`src/rtl/mem_pkg.sv`:
```
// Shared encodings and helpers for the data-memory bridge.
// Width codes follow the memory unit's 2-bit size field (0 = 64b ... 3 = 8b).
package mem_pkg;

  typedef enum logic [1:0] {
    W64 = 2'd0,
    W32 = 2'd1,
    W16 = 2'd2,
    W8  = 2'd3
  } width_e;

  typedef enum logic [1:0] {
    ST_IDLE = 2'd0,
    ST_REQ  = 2'd1,
    ST_RESP = 2'd2,
    ST_DONE = 2'd3
  } state_e;

  function automatic logic [3:0] byte_count(input logic [1:0] width);
    return 4'd8 >> width;
  endfunction

  // An access is aligned when its byte offset is a multiple of its size.
  function automatic logic is_aligned(input logic [2:0] k, input logic [1:0] width);
    logic [3:0] n;
    n = byte_count(width);
    return ({1'b0, k} & (n - 4'd1)) == 4'd0;
  endfunction

endpackage

```
`src/rtl/dmem_lane_align.sv`:
```
// Big-endian lane steering: byte enables, lane-positioned store data and
// left-justified load data from byte offset k and access width.
module dmem_lane_align
  import mem_pkg::*;
(
  input  logic [2:0]  k,
  input  logic [1:0]  width,
  input  logic [63:0] store_data,
  input  logic [63:0] rdata,
  output logic [7:0]  be,
  output logic [63:0] wdata,
  output logic [63:0] rdata_left
);

  logic [3:0]  n;
  logic [3:0]  span;
  logic [63:0] store_mask;

  always_comb begin
    n = byte_count(width);
    // Bytes below the access in lane order; only meaningful for aligned accesses.
    span = 4'd8 - {1'b0, k} - n;

    case (width)
      W64:     store_mask = '1;
      W32:     store_mask = 64'h0000_0000_FFFF_FFFF;
      W16:     store_mask = 64'h0000_0000_0000_FFFF;
      default: store_mask = 64'h0000_0000_0000_00FF;
    endcase

    be = '0;
    for (int i = 0; i < 8; i++) begin
      be[i] = (4'(i) >= {1'b0, k}) && (4'(i) < ({1'b0, k} + n));
    end

    wdata      = (store_data & store_mask) << {span[2:0], 3'b000};
    rdata_left = rdata << {k, 3'b000};
  end

endmodule

```
`src/rtl/dmem_bridge.sv`:
```
// Converts strobe-based memory-unit requests into aligned 64-bit bus
// transactions; faults (misalignment, range, timeout) complete with error.
module dmem_bridge
  import mem_pkg::*;
#(
  parameter int ADDR_W  = 32,
  parameter int TIMEOUT = 256,
  parameter int CNT_W   = 9
) (
  input  logic              clk,
  input  logic              rst_n,
  input  logic [63:0]       dmem_addr,
  input  logic [63:0]       dmem_dout,
  input  logic [1:0]        dmem_width,
  input  logic              dmem_rstrobe,
  input  logic              dmem_wstrobe,
  output logic [63:0]       dmem_din,
  output logic              dmem_cycle_complete,
  output logic              dmem_error,
  output logic              bus_req,
  output logic              bus_we,
  output logic [ADDR_W-1:0] bus_addr,
  output logic [7:0]        bus_be,
  output logic [63:0]       bus_wdata,
  input  logic              bus_gnt,
  input  logic              bus_rvalid,
  input  logic [63:0]       bus_rdata
);

  state_e            state_q, state_d;
  logic [ADDR_W-1:0] addr_q;
  logic [1:0]        width_q;
  logic [63:0]       wdat_q;
  logic              we_q;
  logic              err_q;
  logic [CNT_W-1:0]  cnt_q;
  logic [63:0]       din_q;

  logic        strobe, in_range, legal, timeout_hit;
  logic        accept, fail, cap;
  logic [7:0]  lane_be;
  logic [63:0] lane_wdata, lane_rdata;

  if (ADDR_W < 64) begin : g_rng
    assign in_range = ~|dmem_addr[63:ADDR_W];
  end else begin : g_full
    assign in_range = 1'b1;
  end

  assign strobe      = dmem_rstrobe | dmem_wstrobe;
  assign legal       = is_aligned(dmem_addr[2:0], dmem_width) && in_range &&
                       !(dmem_rstrobe && dmem_wstrobe);
  assign timeout_hit = (cnt_q == CNT_W'(TIMEOUT - 1));

  dmem_lane_align u_align (
    .k          (addr_q[2:0]),
    .width      (width_q),
    .store_data (wdat_q),
    .rdata      (bus_rdata),
    .be         (lane_be),
    .wdata      (lane_wdata),
    .rdata_left (lane_rdata)
  );

  always_comb begin
    state_d = state_q;
    accept  = 1'b0;
    fail    = 1'b0;
    cap     = 1'b0;
    case (state_q)
      ST_IDLE: begin
        if (strobe) begin
          accept = 1'b1;
          if (legal) begin
            state_d = ST_REQ;
          end else begin
            state_d = ST_DONE;
            fail    = 1'b1;
          end
        end
      end
      ST_REQ: begin
        // A grant in the last allowed cycle still wins over the timeout.
        if (bus_gnt) begin
          if (we_q) begin
            state_d = ST_DONE;
          end else if (bus_rvalid) begin
            state_d = ST_DONE;
            cap     = 1'b1;
          end else begin
            state_d = ST_RESP;
          end
        end else if (timeout_hit) begin
          state_d = ST_DONE;
          fail    = 1'b1;
        end
      end
      ST_RESP: begin
        if (bus_rvalid) begin
          state_d = ST_DONE;
          cap     = 1'b1;
        end else if (timeout_hit) begin
          state_d = ST_DONE;
          fail    = 1'b1;
        end
      end
      default: state_d = ST_IDLE;
    endcase
  end

  always_ff @(posedge clk or negedge rst_n) begin
    if (!rst_n) begin
      state_q <= ST_IDLE;
      addr_q  <= '0;
      width_q <= '0;
      wdat_q  <= '0;
      we_q    <= 1'b0;
      err_q   <= 1'b0;
      cnt_q   <= '0;
      din_q   <= '0;
    end else begin
      state_q <= state_d;
      if (accept) begin
        addr_q  <= dmem_addr[ADDR_W-1:0];
        width_q <= dmem_width;
        wdat_q  <= dmem_dout;
        we_q    <= dmem_wstrobe;
        cnt_q   <= '0;
      end else if (state_q == ST_REQ || state_q == ST_RESP) begin
        cnt_q <= cnt_q + 1'b1;
      end
      if (accept || fail) err_q <= fail;
      if (fail)     din_q <= '0;
      else if (cap) din_q <= lane_rdata;
    end
  end

  always_comb begin
    bus_req   = 1'b0;
    bus_we    = 1'b0;
    bus_addr  = '0;
    bus_be    = '0;
    bus_wdata = '0;
    if (state_q == ST_REQ) begin
      bus_req   = 1'b1;
      bus_we    = we_q;
      bus_addr  = {addr_q[ADDR_W-1:3], 3'b000};
      bus_be    = lane_be;
      bus_wdata = we_q ? lane_wdata : 64'd0;
    end
  end

  assign dmem_din            = din_q;
  assign dmem_cycle_complete = (state_q == ST_DONE);
  assign dmem_error          = (state_q == ST_DONE) && err_q;

endmodule

```
`config.mk`:
```
export PLATFORM = sky130hd
export DESIGN_NAME = dmem_bridge
export DESIGN_NICKNAME = d
export VERILOG_FILES = /design/src/rtl/mem_pkg.sv /design/src/rtl/dmem_lane_align.sv /design/src/rtl/dmem_bridge.sv
export SDC_FILE = /design/constraint.sdc
export NUM_CORES = 1
export LEC_CHECK = 0
export ABC_AREA = 1
export CAP_MARGIN = 20
export CORE_MARGIN = 3
export CORE_UTILIZATION = 35
export DETAILED_ROUTE_END_ITERATION = 10
export PLACE_DENSITY = 0.71
export SYNTH_ARGS = -nofsm -noshare
export SYNTH_HDL_FRONTEND = slang
export SYNTH_SLANG_ARGS = --single-unit
```
`constraint.sdc`:
```
create_clock -name clk -period 3.17 [get_ports clk]
set_input_delay 0.317 -clock clk [delete_from_list [all_inputs] [get_ports clk]]
set_output_delay 0.317 -clock clk [all_outputs]
set_load 0.005 [all_outputs]
```
Word-level counts from Yosys, hierarchy flattened
Cells that the tools add are included.
W data, S select, Z words.
- bits in registers: 175
- output and inout bits: 172
- add/sub/neg operators: 5
- order comparisons: 15
- equality and inequality tests: 7
- shift operators: 4
- multiplexer cells: 31
- bitwise operators: 3
- reductions and logical operators: 21
- operator list (operator ; count):
    $mux W64 ; 4
    $pmux W64 S3 ; 1
    $shl A64 B6 Y64 ; 2
    $and A64 B64 Y64 ; 1
    $mux W32 ; 1
    $reduce_or A32 Y1 ; 1
    $mux W9 ; 2
    $lt A3 B4 Y1 const A ; 4
    $mux W1 ; 14
    $logic_and A1 B1 Y1 ; 11
    $mux W2 ; 5
    $add A9 B1 Y9 const B ; 1
    $eq A9 B8 Y1 const B ; 1
    $ge A3 B3 Y1 const A ; 3
    $lt A1 B4 Y1 const A ; 2
    $lt A2 B4 Y1 const A ; 2
    $mux W8 ; 1
    $shr A4 B2 Y4 const A ; 2
    $eq A2 B2 Y1 const B ; 3
    $ge A1 B3 Y1 const A ; 2
    $ge A2 B3 Y1 const A ; 2
    $pmux W2 S3 ; 1
    $add A3 B4 Y4 ; 1
    $and A3 B4 Y4 ; 1
    other kinds (13) ; 18

Longest topological paths before layout
Gate-level depths: netlist of run 1.
- depth in word-level cells: 10
- mapped depth: 13
- mapped depth without buffers: 12

Cells and area by module
A second synthesis of run 1 with hierarchy kept.
- cell total of the unflattened synthesis: 2038
- area, all modules: 12479.5 um^2
- by module, submodules not included (module ; instances ; cells each ; area an instance (um^2)):
    dmem_bridge ; 1 ; 1184 ; 8722.1
    dmem_lane_align ; 1 ; 854 ; 3757.4

Least setup slack after synthesis of run 1
OpenSTA, ideal clock, no wires.
- kind: register to output
- start: register addr_q[0]
- end: output port bus_wdata[38]
- arrival: 2.378 ns
- required time: 2.853 ns
- slack: 0.475 ns
- stages on the path, launching flop included: 13
- path buffers: 4
- cell sequence: dfrtp_1 > inv_1 > clkbuf_1 > buf_2 > ha_1 > ha_1 > clkbuf_1 > nor2_1 > clkbuf_1 > nand3_1 > nand2_1 > o21ai_0 > inv_1
- word-level cells in the longest chain between the ends: 5
- ends and longest elaborated chain (element ; line ; text):
    from (decl) ; dmem_bridge.sv:31 ; logic [ADDR_W-1:0] addr_q;
    from (signal assigned) ; dmem_bridge.sv:124 ; addr_q <= dmem_addr[ADDR_W-1:0];
    $sub A1 B3 Y3 ; dmem_lane_align.sv:22 ; span = 4'd8 - {1'b0, k} - n;
    $sub A3 B3 Y3 ; dmem_lane_align.sv:22 ;
    $shl A64 B6 Y64 ; dmem_lane_align.sv:36 ; wdata = (store_data & store_mask) << {span[2:0], 3'b000};
    $mux W64 ; dmem_bridge.sv:149 ; bus_wdata = we_q ? lane_wdata : 64'd0;
    $mux W64 ; dmem_bridge.sv:144 ; if (state_q == ST_REQ) begin
    to (decl) ; dmem_bridge.sv:24 ; output logic [63:0] bus_wdata,
Every way passes these cells.

Worst setup path in the final report of run 1
- start: register width_q[0]
- end: output port bus_wdata[54]
- word-level cells in the longest chain between the ends: 6
- elaborated cells between the ends (all ways): 10
- those cells by class: add/sub: 1; eq/ne: 2; shift: 2; mux: 3; bitwise: 1; reduce/logical: 1
- ends and longest elaborated chain (element ; line ; text):
    from (decl) ; dmem_bridge.sv:32 ; logic [1:0] width_q;
    from (signal assigned) ; dmem_bridge.sv:125 ; width_q <= dmem_width;
    parallel branches: the longest is 3 deep, another holds $sub A3 B3 Y3 ; n/a ;
    $shl A64 B6 Y64 (*) ; dmem_lane_align.sv:36 ;
    $mux W64 (*) ; dmem_bridge.sv:149 ;
    $mux W64 (*) ; dmem_bridge.sv:144 ;
Mark *: on every way between the ends.

==> qor.yml, run 1 <==
rows: 65
power.leakage_uw: 0.00890
drt_wl_total_mm: 47.7
r2r-start: "state_q[1]$_DFFE_PN0P_"
gp_congestion: 0.947
fillers: 3179
portBuffers: 368
start_util: 0.359
yosysWarningCount: 0
overflow: 0
endpoint_kind: "primary output"
hold_end: "wdat_q[62]$_DFFE_PN0P_"
htreeDepth: 4
min_path_type: "input pin to flop"
crit_type: "flop to primary output"
yosysUniqueCellTypes: 34
drc: 0
worst_pin_slew_ns: 0.803
power_density_mw_per_mm2: 1120
power_uw: 18700
fmax_mhz: 305
finish.instance_area_mm2: 0.0167
ios: 372
period_minus_slack_ns: 3.28
postPlaceCellArea_mm2: 0.0155
fin_nets: 2339
r2r_slack_ns: 0.74
synth_area_mm2: 0.0115
start_kind: "flop"
pre_cts_slack_ns: 0.204
core_area_mm2: 0.0320
min_path_cells: 3
drive_above_1_share: 0.0687
ys_seq_area_frac: 0.382
vias: 13500
crit_fanout: 7
slowest_stage: "clkdlybuf4s50_1"
first_global_vias: 12900
hold_violations: 0
antenna_found_initial: 6
skew_ns: 0.0138
failed_checks: "negative setup slack"
synth_top_area_share: 0.382
arrival_ns: 2.96
setup_ws_ns: -0.106
synth_area_leaders: "dfrtp_1 38%, nand2_1 23%, o21ai_0 8.4%"
synth.ff_latch_count: 175
via_per_inst: 5.23
drtPass1Iterations: 6
syn_area_per_cell_um2: 6.37
cts-root-buf: "clkbuf_16"
min_from: "dmem_dout[62]"
cts_buffers: 17
reg2reg_to: "dmem_din[19]$_DFFE_PN0P_"
clkTransAtPathRegs_ns: 0.08
holdWs_ns: 0.403
clock_latency_ns: 0.44
die-width_um: 187
path_cells: "inv_2 -> nor2_2 -> ha_1 -> buf_4 -> inv_1 -> nand2_1 -> nand2_1 -> or2_1 -> nand2_4 -> clkinv_8 -> buf_4 -> a21oi_1 -> clkdlybuf4s50_1"
grt_pass1_wl_mm: 72.1
finalMaxSlewViolations: 0
synth_area_leader_cell: "dfrtp_1"
syn_inst: 1801
track_usage: 0.260
required_ns: 2.85
ctsLongestPathBuffers: 2
ant_nets: 0
grt_max_degree: 85
vdd_drop_max_mv: 0.779
wl_per_cell_um: 18.5
slew_headroom: 0.465
die_area_mm2: 0.0350
area_growth_syn_to_layout_pct: 45.7
status: "finished with violations"
cts.sinks: 175
rsz0062_at_grt: "true"
dr.first_iter.drc_count: 1221
fin_crit_sh: 1.03
hpwl_mm: 34.2
setup_viol: 3
maxCapViolations: 0
worst_r2r_path_depth: 10
die_h_um: 187
tritoncts: "yes"
critical_path.max_stage_delay_ns: 0.54
setup-tns-final_ns: -0.278
[cells by family (layout without fill, tap and decap cells)]
group           after synthesis  count (layout)  share of synthesized area
compound gates              378             378                      0.175
fa+ha+maj                    12              12                     0.0131
buf+inv                     258             595                     0.0914
flops                       175             175                      0.382
other cells                   1               4                   0.000327
simple gates                977             977                      0.338
[timing repair]
item                                   4_1_cts  5_1_grt
hold buffers                                 1        0
setup buffers                                9       16
pin swaps                                    9        9
gates cloned                                 0        4
endpoints found under the hold margin       66        0
setup endpoints to repair                   68       70
resized for setup                           50       80
[worst max-delay path by stage]
stage                            from       endpoint  slack, ns  cells past startpoint
2_1_floorplan   addr_q[0]$_DFFE_PN0P_  bus_wdata[38]       0.48                     12
3_3_place_gp   width_q[1]$_DFFE_PN0P_  bus_wdata[32]       0.22                     10
3_5_place_dp   width_q[0]$_DFFE_PN0P_  bus_wdata[42]       0.20                     12
4_1_cts        width_q[1]$_DFFE_PN0P_  bus_wdata[44]      -0.04                     10
5_1_grt        width_q[0]$_DFFE_PN0P_  bus_wdata[54]      -0.21                     13
6_report       width_q[0]$_DFFE_PN0P_  bus_wdata[54]      -0.11                     13
[cell type report]
cell class / instances / area, um^2 / area share
flip-flops and latches: 175 / 4380 / 0.262
well taps: 435 / 544 / 0.0326
clock inverters: 15 / 176 / 0.0106
inverters: 133 / 523 / 0.0313
multi-input cells: 1370 / 6180 / 0.370
clock buffers: 17 / 425 / 0.0255
repair buffers: 429 / 4470 / 0.268
diodes: 1 / 2.50 / 0.000150
repair inverters: 1 / 5.00 / 0.000300
[report_power, final]
part           leakage, uW  internal [uW]  switching [uW]  total (uW)
Combinational      0.00637           4800            7850       12700
Clock             0.000285           1130            1070        2200
Sequential         0.00224           3210             666        3880
Total              0.00890           9150            9580       18700
[routing by layer]
layer,vias to the layer above,global-route usage,share of wire
met5,-,0,0.0013
met4,10,0.103,0.037
met1,6249,0.333,0.41
met3,102,0.0581,0.092
li1,6375,-,-
met2,745,0.429,0.46
[stage by stage]
stage / std cells / utilization
after floorplan: 1803 / -
after detailed placement: 2513 / 0.486
after CTS: 2555 / 0.509
after global placement: 2512 / 0.486
after global routing: 2576 / 0.523
final: 2576 / 0.523
[sequential cells by signal, summed over array words and instances (netlist names)]
name and cells:
wdat_q 64, we_q 1, cnt_q 9, state_q 2
err_q 1, width_q 2, dmem_din 64, addr_q 32
[layout by cell type, fill, tap and decap left out, types with 20 or more instances in the layout]
master           Yosys  layout
a21oi_1            124     120
buf_4                5      39
clkbuf_16            0      20
clkdlybuf4s50_1      0     298
dfrtp_1            175     173
dlygate4sd2_1        0      23
dlymetal6s2s_1       0      45
inv_1              123     119
nand2_1            688     685
nand3_1             59      58
nor2_1             168     161
nor3_1              24      24
o21ai_0            192     170
o21ai_1             13      32
[critical path: cells and delay by family, from the launching register on]
kind            cells  cell delay, ns
compound gates      1            0.14
simple gates        5            0.59
flops               1            0.41
fa+ha+maj           1            0.30
buf+inv             6            1.05
[cells in the mapped netlist]
cell	number
o21a_1	2
inv_2	5
a21boi_0	10
and3b_1	1
conb_1	1
buf_1	5
or2_2	16
a22oi_1	16
nor3b_1	8
or3_1	1
buf_2	37
nand2_1	688
o21ai_1	13
clkbuf_1	76
nor3_1	24
a31oi_1	2
nand3_1	59
nor2_2	3
nor2_1	168
nand3b_1	1
o21ai_0	192
inv_1	123
clkinv_1	5
buf_6	2
buf_4	5
nand4_1	3
a211oi_1	1
or2_1	3
dfrtp_1	175
o211ai_1	16
nand2_2	2
o22ai_1	2
ha_1	12
a21oi_1	124
Note: power is estimated with default switching activity, not from simulation.
==> run 2, diff against run 1 <==
- GPL_TIMING_DRIVEN: unset -> 0
==> qor.yml, run 2 (synthesized netlist as in run 1, its figures left out) <==
status: "finished with violations"  # unchanged
failed_checks: "negative setup slack"  # unchanged
portBuffers: 368  # unchanged
die_h_um: 187  # unchanged
crit_fanout: 10  # was 7
period_minus_slack_ns: 3.17  # was 3.28 ns
rows: 65  # unchanged
slew_headroom: 0.478  # was 0.465
fmax_mhz: 315  # was 305 MHz
power_density_mw_per_mm2: 1180  # was 1120 mW/mm^2
crit_type: "flop to primary output"  # unchanged
required_ns: 2.85  # about the same
critPathTopFamily: "buffers and inverters"  # unchanged
arrival_ns: 2.85  # was 2.96 ns
htreeDepth: 4  # unchanged
holdWs_ns: 0.399  # was 0.403 ns
start_util: 0.359  # unchanged
clkTransAtPathRegs_ns: 0.09  # was 0.08 ns
setup_viol: 1  # was 3
diodes: 0  # was 1
drc: 0  # unchanged
drive_above_1_share: 0.0951  # was 0.0687
fin_nets: 2417  # was 2339
p_int_uw: 9190  # was 9150 uW
tritoncts: "yes"  # unchanged
dr.first_iter.drc_count: 1270  # was 1221
min_path_cells: 3  # unchanged
drtPass1Iterations: 6  # unchanged
track_usage: 0.310  # was 0.260
r2r-start: "state_q[1]$_DFFE_PN0P_"  # unchanged
setup_ws_ns: -0.00108  # was -0.106 ns
cts-root-buf: "clkbuf_16"  # unchanged
ant_nets: 0  # unchanged
endpoint_kind: "primary output"  # unchanged
finalMaxSlewViolations: 0  # unchanged
critical_path.max_stage_delay_ns: 0.49  # was 0.54 ns
cp_num_buf_inv: 5  # was 6
drt_wl_total_mm: 55.8  # was 47.7 mm
pre_cts_slack_ns: -1.01  # was 0.204 ns
via_per_inst: 5.25  # was 5.23
grt_max_degree: 101  # was 85
final_common_cell: "nand2_1"  # unchanged
antenna_found_initial: 4  # was 6
area_growth_syn_to_layout_pct: 47.9  # was 45.7%
ios: 372  # unchanged
rsz0062_at_grt: "true"  # unchanged
hpwl_mm: 44.5  # was 34.2 mm
switching_share: 0.540  # was 0.512
reg2reg_to: "dmem_din[50]$_DFFE_PN0P_"  # was dmem_din[19]$_DFFE_PN0P_
maxCapViolations: 0  # unchanged
grt_pass1_wl_mm: 83.4  # was 72.1 mm
start_kind: "flop"  # unchanged
vdd_drop_max_mv: 0.639  # was 0.779 mV
ctsLongestPathBuffers: 2  # unchanged
core_area_mm2: 0.0320  # unchanged
hold_end: "addr_q[8]$_DFFE_PN0P_"  # was wdat_q[62]$_DFFE_PN0P_
hold_violations: 0  # unchanged
slowest_stage: "clkdlybuf4s50_1"  # unchanged
overflow: 0  # unchanged
worst_r2r_path_depth: 11  # was 10
gp_congestion: 1.02  # was 0.947
min_from: "dmem_addr[8]"  # was dmem_dout[62]
cts_buffers: 17  # unchanged
path_cells: "inv_4 -> nor2_4 -> ha_4 -> inv_1 -> nand2_1 -> nand2_2 -> or2_1 -> nand2_4 -> nand2_8 -> buf_6 -> nand2_1 -> o21ai_0 -> inv_1 -> clkdlybuf4s50_1"  # was inv_2 -> nor2_2 -> ha_1 -> buf_4 -> inv_1 -> nand2_1 -> nand2_1 -> or2_1 -> nand2_4 -> clkinv_8 -> buf_4 -> a21oi_1 -> clkdlybuf4s50_1
netSwitchingPower_uw: 10800  # was 9580 uW
first_global_vias: 13900  # was 12.9k
clock_latency_ns: 0.45  # was 0.44 ns
cts.sinks: 175  # unchanged
r2r_slack_ns: 0.26  # was 0.74 ns
power.leakage_uw: 0.00856  # was 0.00890 uW
vias: 13900  # was 13.5k
skew_ns: 0.0193  # was 0.0138 ns
final_cell_mix: "681 x nand2_1, 308 x clkdlybuf4s50_1, 172 x dfrtp_1, 158 x o21ai_0, 151 x nor2_1"  # was 685 x nand2_1, 298 x clkdlybuf4s50_1, 173 x dfrtp_1, 170 x o21ai_0, 161 x nor2_1
seqPwrFrac: 0.196  # was 0.207
clkPwrFrac: 0.114  # was 0.117
final_core_util: 0.531  # was 0.523
pwr-share-comb: 0.689  # was 0.675
power_uw: 20000  # was 18700 uW
die_area_mm2: 0.0350  # unchanged
die-width_um: 187  # unchanged
fin_crit_sh: 1.00  # was 1.03
wl_per_cell_um: 21.0  # was 18.5 um
min_path_type: "input pin to flop"  # unchanged
worst_pin_slew_ns: 0.784  # was 0.803 ns
==> run 2: cell types whose count changed in the layout (fill, tap and decap cells not counted), moves of 10 or more <==
cell	before	now
a21oi_1	120	109
buf_12	13	1
buf_2	0	33
buf_4	39	20
clkbuf_1	0	52
clkdlybuf4s50_1	298	308
dlygate4sd2_1	23	47
dlymetal6s2s_1	45	12
nor2_1	161	151
o21ai_0	170	158
o21ai_2	3	15
==> run 2: stage by stage <==
stage          TNS [ns]  area, um^2  cells
6_report       -0.00108       17000   2653
5_1_grt          -0.430       17000   2653
2_1_floorplan         0       11500   1803
3_5_place_dp     -48.08       15700   2607
3_3_place_gp   -1040.39       15700   2606
4_1_cts          -0.524       16800   2650
==> run 2: worst min-delay path, stage by stage <==
cell and delay, ns:
clkdlybuf4s50_1 0.39, nand2_1 0.06, nand2_1 0.04
==> run 2: layout make-up <==
class,instances,area (um^2)
Clock buffer,17,425
Tap cell,435,544
Clock inverter,15,203
Inverter,133,519
Multi-Input combinational cell,1370,6380
Timing Repair Buffer,386,3830
Buffer,122,684
Fill cell,3174,15000
Sequential cell,175,4380
==> run 2: what timing repair did <==
action,in CTS,in global routing
endpoints found under the hold margin,75,0
pin swaps,11,8
endpoints found under the setup margin,71,40
hold buffers,1,0
resized for setup,184,74
buffers inserted,13,3
==> run 2: worst max-delay path by stage <==
stage / start / to / cells after the start
2_1_floorplan: addr_q[0]$_DFFE_PN0P_ / bus_wdata[38] / 12
3_3_place_gp: rst_n / addr_q[12]$_DFFE_PN0P_ / 1
3_5_place_dp: addr_q[0]$_DFFE_PN0P_ / bus_wdata[63] / 13
4_1_cts: width_q[1]$_DFFE_PN0P_ / bus_wdata[47] / 11
5_1_grt: width_q[1]$_DFFE_PN0P_ / bus_wdata[35] / 13
6_report: width_q[0]$_DFFE_PN0P_ / bus_wdata[38] / 14
==> run 2: power by group through the flow <==
stage	Combinational [uW]	Sequential [uW]	Clock [uW]
finish	13800	3930	2280
floorplan	6960	3710	0
detailed placement	12000	3920	0
CTS	13100	3890	2320
global route	14900	4030	2410
global placement	12000	3910	0
==> run 2: metal layers <==
layer  share of wire  track usage  routed length, um  up-vias
met4           0.047        0.143               2630        6
met5         0.00065            0                 36        -
met3           0.074       0.0538               4120      128
met1            0.42        0.395              23200     6515
met2            0.46        0.515              25800      728
li1                -            -                  -     6559
